[src/rtl/issue_pkg.sv]
//------------------------------------------------------------------------------
// Module : issue_pkg
// Brief  : Shared issue-queue types (queue select, write request, dispatch FSM).
// Rev    : 1.0 - initial release
//------------------------------------------------------------------------------
`default_nettype none

package issue_pkg;

  localparam int NUM_IQ = 3;
  localparam int ROB_W  = 6;
  localparam int UOP_W  = 16;

  typedef logic [1:0] iq_sel_t;

  localparam iq_sel_t IQ_ALU  = 2'd0;
  localparam iq_sel_t IQ_BR   = 2'd1;
  localparam iq_sel_t IQ_MEM  = 2'd2;
  localparam iq_sel_t IQ_NONE = 2'd3;

  typedef struct packed {
    logic             valid;
    logic [ROB_W-1:0] rob_id;
    logic [UOP_W-1:0] uop;
  } write_req_t;

  typedef enum logic [0:0] {
    ST_EMPTY = 1'b0,
    ST_HELD  = 1'b1
  } disp_state_t;

endpackage

`default_nettype wire

[src/rtl/dispatch_ctrl.sv]
//------------------------------------------------------------------------------
// Module : dispatch_ctrl
// Brief  : Single-entry dispatch buffer issuing a whole group to the issue
//          queues all-or-nothing, with dispatch and stall counters.
// Rev    : 1.0 - initial release
//------------------------------------------------------------------------------
`default_nettype none

module dispatch_ctrl
  import issue_pkg::*;
#(
  parameter int FETCH_WIDTH = 4,
  parameter int NQ          = NUM_IQ
) (
  input  logic                                  clk,
  input  logic                                  reset,
  input  logic                                  flush,
  input  logic                                  in_valid,
  output logic                                  in_ready,
  input  write_req_t [FETCH_WIDTH-1:0]          in_group,
  input  iq_sel_t    [FETCH_WIDTH-1:0]          in_qsel,
  input  logic       [NQ-1:0]                   iq_full,
  output logic       [NQ-1:0]                   iq_wen,
  output write_req_t [NQ-1:0][FETCH_WIDTH-1:0]  iq_write,
  output logic       [31:0]                     stat_disp,
  output logic       [31:0]                     stat_stall
);

  function automatic logic [31:0] popcount(input logic [FETCH_WIDTH-1:0] v);
    logic [31:0] n;
    n = '0;
    for (int i = 0; i < FETCH_WIDTH; i++) n = n + 32'(v[i]);
    return n;
  endfunction

  disp_state_t                    r_state;
  disp_state_t                    w_state_nxt;
  write_req_t [FETCH_WIDTH-1:0]   r_buf_group;
  iq_sel_t    [FETCH_WIDTH-1:0]   r_buf_qsel;
  logic       [31:0]              r_stat_disp;
  logic       [31:0]              r_stat_stall;

  logic                           w_buf_valid;
  logic       [NQ-1:0]            w_need;
  logic       [FETCH_WIDTH-1:0]   w_slot_wr;
  logic                           w_fire;
  logic                           w_accept;

  assign w_buf_valid = (r_state == ST_HELD);

  // Queue writes come only from the buffer registers; qsel values beyond the
  // last queue match no queue, so those slots are silently dropped.
  always_comb begin
    w_need    = '0;
    w_slot_wr = '0;
    for (int q = 0; q < NQ; q++) begin
      for (int i = 0; i < FETCH_WIDTH; i++) begin
        iq_write[q][i]       = r_buf_group[i];
        iq_write[q][i].valid = w_buf_valid & r_buf_group[i].valid &
                               (r_buf_qsel[i] == iq_sel_t'(q));
        w_need[q]    = w_need[q] | iq_write[q][i].valid;
        w_slot_wr[i] = w_slot_wr[i] | iq_write[q][i].valid;
      end
    end
  end

  assign w_fire   = w_buf_valid & ~flush & ~(|(w_need & iq_full));
  assign iq_wen   = {NQ{w_fire}} & w_need;
  assign in_ready = ~flush & (~w_buf_valid | w_fire);
  assign w_accept = in_valid & in_ready;

  always_comb begin
    w_state_nxt = r_state;
    if (flush)         w_state_nxt = ST_EMPTY;
    else if (w_accept) w_state_nxt = ST_HELD;
    else if (w_fire)   w_state_nxt = ST_EMPTY;
  end

  always_ff @(posedge clk or posedge reset) begin
    if (reset) begin
      r_state      <= ST_EMPTY;
      r_stat_disp  <= '0;
      r_stat_stall <= '0;
    end else begin
      r_state <= w_state_nxt;
      if (w_fire)
        r_stat_disp <= r_stat_disp + popcount(w_slot_wr);
      if (w_buf_valid & ~flush & ~w_fire)
        r_stat_stall <= r_stat_stall + 32'd1;
    end
  end

  // Payload is qualified by r_state, so it needs no reset.
  always_ff @(posedge clk) begin
    if (w_accept) begin
      r_buf_group <= in_group;
      r_buf_qsel  <= in_qsel;
    end
  end

  assign stat_disp  = r_stat_disp;
  assign stat_stall = r_stat_stall;

endmodule

`default_nettype wire

[config.mk]
export PLATFORM = sky130hd
export DESIGN_NAME = dispatch_ctrl
export DESIGN_NICKNAME = d
export VERILOG_FILES = /design/src/rtl/issue_pkg.sv /design/src/rtl/dispatch_ctrl.sv
export SDC_FILE = /design/constraint.sdc
export NUM_CORES = 1
export LEC_CHECK = 0
export ABC_AREA = 0
export CORE_AREA = 2 2 175 177
export DETAILED_ROUTE_END_ITERATION = 7
export DIE_AREA = 0 0 177 179
export GPL_TIMING_DRIVEN = 0
export PLACE_DENSITY_LB_ADDON = 0.12
export REMOVE_ABC_BUFFERS = 1
export SYNTH_ARGS = -nofsm -noshare
export SYNTH_HDL_FRONTEND = slang
export SYNTH_SLANG_ARGS = --single-unit
[constraint.sdc]
create_clock -name clk -period 24.7 [get_ports clk]
set_clock_uncertainty 0.2 [all_clocks]
set_input_delay 3.705 -clock clk [delete_from_list [all_inputs] [get_ports clk]]
set_output_delay 3.705 -clock clk [all_outputs]
set_load 0.01 [all_outputs]
Word-level counts from Yosys, hierarchy flattened
Index checks and enable logic that the tools add are counted.
{"block": "op_classes", "bitwise_logic": 45, "n_addsub": 5, "eq_ne": 8, "mux": 3, "n_reduce_logical": 6}
{"op": "adder 32 x 1 -> 32 bit (second input constant)", "n": 1}
{"op": "adder 32 x 4 -> 32 bit", "n": 1}
{"op": "bitwise AND 1 bit", "n": 21}
{"op": "OR 1 bit", "n": 18}
{"op": "== test 2 x 1 -> 1 bit (second input constant)", "n": 4}
{"op": "== test 2 bit (second input constant)", "n": 4}
{"op": "zero test 2 bit", "n": 4}
{"op": "bitwise AND 3 bit", "n": 2}
{"op": "adder 3 x 1 -> 4 bit", "n": 1}
{"op": "inverter 1 bit", "n": 4}
{"op": "adder 2 x 1 -> 3 bit", "n": 1}
{"op": "2-to-1 mux 1 bit", "n": 3}
{"op": "nonzero test 3 bit", "n": 1}
{"op": "OR reduction 3 bit", "n": 1}
{"op": "adder 1 x 1 -> 2 bit", "n": 1}
{"block": "totals", "register_bits": 165, "word_cells": 86, "in_bits": 107}

Logic depth before layout (Yosys ltp)
{"block": "logic_depth", "ltp_word": 14, "depth_mapped": 11}

Least setup slack after synthesis
No wires, ideal clock.
{"block": "synth_timing", "path_kind": "in2reg", "startpoint": "input iq_full[0]", "endpoint": "register r_state", "path_stages": 4, "slack_ns": 12.339, "arrival_time_ns": 12.050, "cell_sequence": "o41ai_4 > nand3_1 > nor3b_1 > or2_2"}
{"block": "synth_via", "elab_chain_cells": 9, "word_cells_on_any_way": 10, "cone_classes": "2 x mux; 6 x bitwise; 2 x reduce/logical"}
{"element": "from (decl)", "line_no": "dispatch_ctrl.sv:22", "text": "input logic [NQ-1:0] iq_full,"}
{"element": "bitwise AND 3 bit (*)", "line_no": "dispatch_ctrl.sv:67", "text": "assign w_fire = w_buf_valid & ~flush & ~(|(w_need & iq_full));"}
{"element": "OR reduction 3 bit (*)", "line_no": "dispatch_ctrl.sv:67"}
{"element": "inverter 1 bit (*)", "line_no": "dispatch_ctrl.sv:67"}
{"element": "bitwise AND 1 bit (*)", "line_no": "dispatch_ctrl.sv:67"}
{"element": "OR 1 bit (*)", "line_no": "dispatch_ctrl.sv:69", "text": "assign in_ready = ~flush & (~w_buf_valid | w_fire);"}
{"element": "bitwise AND 1 bit (*)", "line_no": "dispatch_ctrl.sv:69"}
{"element": "bitwise AND 1 bit (*)", "line_no": "dispatch_ctrl.sv:70", "text": "assign w_accept = in_valid & in_ready;"}
{"element": "named net w_accept", "line_no": "dispatch_ctrl.sv:47", "text": "logic w_accept;"}
{"element": "2-to-1 mux 1 bit", "line_no": "dispatch_ctrl.sv:75", "text": "else if (w_accept) w_state_nxt = ST_HELD;"}
{"element": "2-to-1 mux 1 bit", "line_no": "dispatch_ctrl.sv:74", "text": "if (flush) w_state_nxt = ST_EMPTY;"}
{"element": "to (signal assigned)", "line_no": "dispatch_ctrl.sv:85", "text": "r_state <= w_state_nxt;"}
{"element": "to (decl)", "line_no": "dispatch_ctrl.sv:36", "text": "disp_state_t r_state;"}
The timed path passes the listed nets; every way through them passes the cells marked *.
A chain may end at the register's enable or synchronous reset.

Worst setup path in the final report
{"block": "layout_timing", "startpoint": "input flush", "endpoint": "output iq_wen[1]"}
{"block": "layout_via", "elab_chain_cells": 4}
{"element": "from (decl)", "line_no": "dispatch_ctrl.sv:17", "text": "input logic flush,"}
{"element": "inverter 1 bit", "line_no": "dispatch_ctrl.sv:67"}
{"element": "bitwise AND 1 bit (2 in a row)", "line_no": "dispatch_ctrl.sv:67"}
{"element": "bitwise AND 3 bit", "line_no": "dispatch_ctrl.sv:68", "text": "assign iq_wen = {NQ{w_fire}} & w_need;"}
{"element": "to (decl)", "line_no": "dispatch_ctrl.sv:23", "text": "output logic [NQ-1:0] iq_wen,"}
Every way passes these cells.

==> key figures <==
Clocking
  – CTS Sinks: 165
  – # Post-CTS Setup Buffers: 0
  – CTS Hold Buffers Added: 0
  – Root buffer cell: clkbuf_16
  – CTS Buffer Depth: 2
  – CTS H-tree depth: 4
  – Clk_lat worst skew: 430 ps
  – Post-CTS resize count: 0
  – CTS Buf Count: 17
  – TritonCTS clock tree: built
  – Worst-path clk slew: 70 ps

Finish
  – Area Overhead vs Synth: 44.3%
  – Non-filler cells, final: 1,302
  – # fillers: 2,879
  – Util after Layout: 40.3%
  – Area of the multi-input gates: 1720 um^2
  – FF/Latch Area: 4630 um^2
  – Layout cells sized above 1: 6.64%
  – Final nets: 1,003

Global routing
  – GR Overflow Total: 0
  – Global-route wire length before repair: 38,500 um
  – Vias in the first global route: 5,400
  – Gr usage total: 17.0%
  – Antenna violations before repair: 6
  – Largest net degree at the start of global routing: 50

Floorplan
  – Area of the die: 31,700 um^2
  – I/O pin total: 451
  – Starting Density: 27.9%
  – Num rows: 64
  – Core Box Area: 30,000 um^2
  – Die W: 177 um
  – Die Span Y: 179 um

Timing
  – Final hold violations: 0
  – Slew headroom: 41.5%
  – Peak Freq: 100 MHz
  – Slew @ Worst Pin: 873 ps
  – Setup TNS: 0 ps
  – Post-layout min period: 9980 ps
  – Tcrit/Tclk final: 40.4%
  – Slew Limit Fails: 0
  – Hold slack: 274 ps
  – RSZ-0062 raised after global routing: false
  – Setup Viol. Count Final: 0

Yosys
  – Sequential area share after synthesis: 55.2%
  – Ys Warns: 0
  – Asr flop ratio synth: 39.4%
  – Mean Syn Cell Area: 12.3 um^2
  – Cells after synthesis: 682
  – Synth Cell Area: 8390 um^2
  – Synth cell types: 38
  – Synth Register Bits: 165
  – Top_reg_cell synth: edfxtp_1
  – EDFF count, synth: 100

Critical path
  – Buf/Inv on CP: 2
  – CP Capture Type: primary output
  – Critical-path cell list: clkdlybuf4s50_1 -> nor2b_1 -> nand4_2 -> nor2_1 -> clkdlybuf4s50_1
  – Max Fanout on Critical Path: 21
  – Most frequent CP cell: clkdlybuf4s50_1
  – Critical path class: in -> out
  – Top cell family by delay on the critical path: simple AND/OR/NAND/NOR gates
  – Crit start category: input port
  – CP required: 20,800 ps
  – Worst path arrival time: 6070 ps
  – CP max-delay cell: nand4_2
  – Largest stage delay, worst path: 640 ps

Place
  – Placed insts: 1,268
  – HPWL Detailed: 22,300 um
  – Gpl congestion: 0.781
  – Port Buffer Count: 450

Hold path
  – Hold Crit Class: reg -> reg

Power and ir drop
  – Pleak: 4.58 nW
  – IR drop worst, VDD: 0.0437 mV
  – Power per cell area: 56.4 nW/um^2

Route
  – ANT nets after route: 0
  – Drt initial violations: 280
  – Drt total wl: 27,600 um
  – DRC Markers: 0
  – Vias: 5,298
  – DR pass1 iterations: 4
  – Via density: 4.07
  – WL per Instance: 21.2 um

Job
  – Max-cap violations: 0

Run status
  – Status: completed
## sequential cells by signal, summed over array words and instances (netlist names)
name	flops
iq_write	88
stat_disp	32
stat_stall	32
r_buf_qsel	8
r_buf_group	4
r_state	1
## final cells by class
type | count | share of cell area, %
diodes | 2 | 0.0413
clock buffers | 17 | 3.51
clock inverters | 15 | 1.04
inverters | 11 | 0.362
multi-input cells | 234 | 14.2
flip-flops and latches | 165 | 38.2
well taps | 396 | 4.09
repair buffers | 462 | 38.5
## synthesized netlist by cell type, types with 2 or more instances
master	n	area, um^2
and2_1	3	18.8
and3_1	5	31.3
and4_1	5	43.8
and4b_1	8	80.1
and4bb_2	4	50.1
buf_2	5	25.0
buf_4	264	1980
clkbuf_1	2	7.51
dfrtp_1	65	1630
edfxtp_1	100	3000
fa_1	3	60.1
ha_1	2	25.0
inv_1	11	41.3
mux2_2	2	22.5
nand2_1	27	101
nand2b_1	2	12.5
nand3_1	30	150
nand4_1	19	119
nand4_2	2	25.0
nor2_1	15	56.3
nor2b_1	2	12.5
nor3_1	17	85.1
nor3b_1	3	22.5
nor4_1	10	62.6
nor4b_1	2	17.5
o41ai_4	3	82.6
xnor2_1	33	289
xor2_1	28	245
## routing by layer
metal	GRT usage, %	part of all wire, %	up-vias
met1	20.6	40	2566
met3	7.32	9.2	14
li1	-	-	2506
met4	3.00	0.73	6
met2	28.3	50	206
met5	0	0.15	-
## final timing paths
kind	slack, ps	to	from	cells past startpoint
worst min-delay path	270	stat_disp[31]	stat_disp[31]	1
worst max-delay path	14720	iq_wen[1]	flush	5
worst min register to register	270	stat_disp[31]	stat_disp[31]	1
min in group asynchronous	3360	stat_disp[9]	reset	2
max in group asynchronous	20380	stat_disp[19]	reset	3
worst max register to register	20400	iq_write[16]	r_state	10
## report_power, final
| group | switching, mW | leakage, nW | internal (mW) |
|---|---|---|---|
| Combinational | 0.0417 | 2.51 | 0.0630 |
| Clock | 0.123 | 0.262 | 0.132 |
| Sequential | 0.0156 | 1.81 | 0.308 |
| Total | 0.180 | 4.58 | 0.502 |
## cells by family after synthesis
family | Yosys count | synth area share (%)
buf+inv | 283 | 24.6
flops | 165 | 55.2
simple gates | 158 | 11.1
xor+xnor | 61 | 6.37
compound gates | 8 | 1.48
fa+ha+maj | 5 | 1.01
mux | 2 | 0.269
## placed cells by master (no fill, tap or decap), drive strengths merged
cell type and instances:
and2 3, o21ai 1, a31oi 2, or3 1, dfrtp 65, or4b 1
nor3b 3, xor2 28, and3 5, and4 5, clkdlybuf4s50 450, a311oi 1
or2 1, clkinvlp 3, mux2 2, nand4 21, and4bb 4, xnor2 33
buf 12, nand2 27, inv 16, clkbuf 17, clkinv 7, o2111ai 1
edfxtp 100, nand3 30, fa 3, nor4 11, and4b 8, nand2b 2
nor2b 2, nor3 17, ha 2, diode 2, o41ai 3, nor4b 2
nor2 15
## stage by stage
stage	total power [mW]	instance area (um^2)	setup WS, ps
final	0.683	12100	14720
after global routing	0.712	12100	14590
after CTS	0.695	12100	14710
after detailed placement	0.436	11500	14730
after global placement	0.436	11400	7200
after floorplan	0.355	6370	12340
Note: power is estimated with default switching activity, not from simulation.
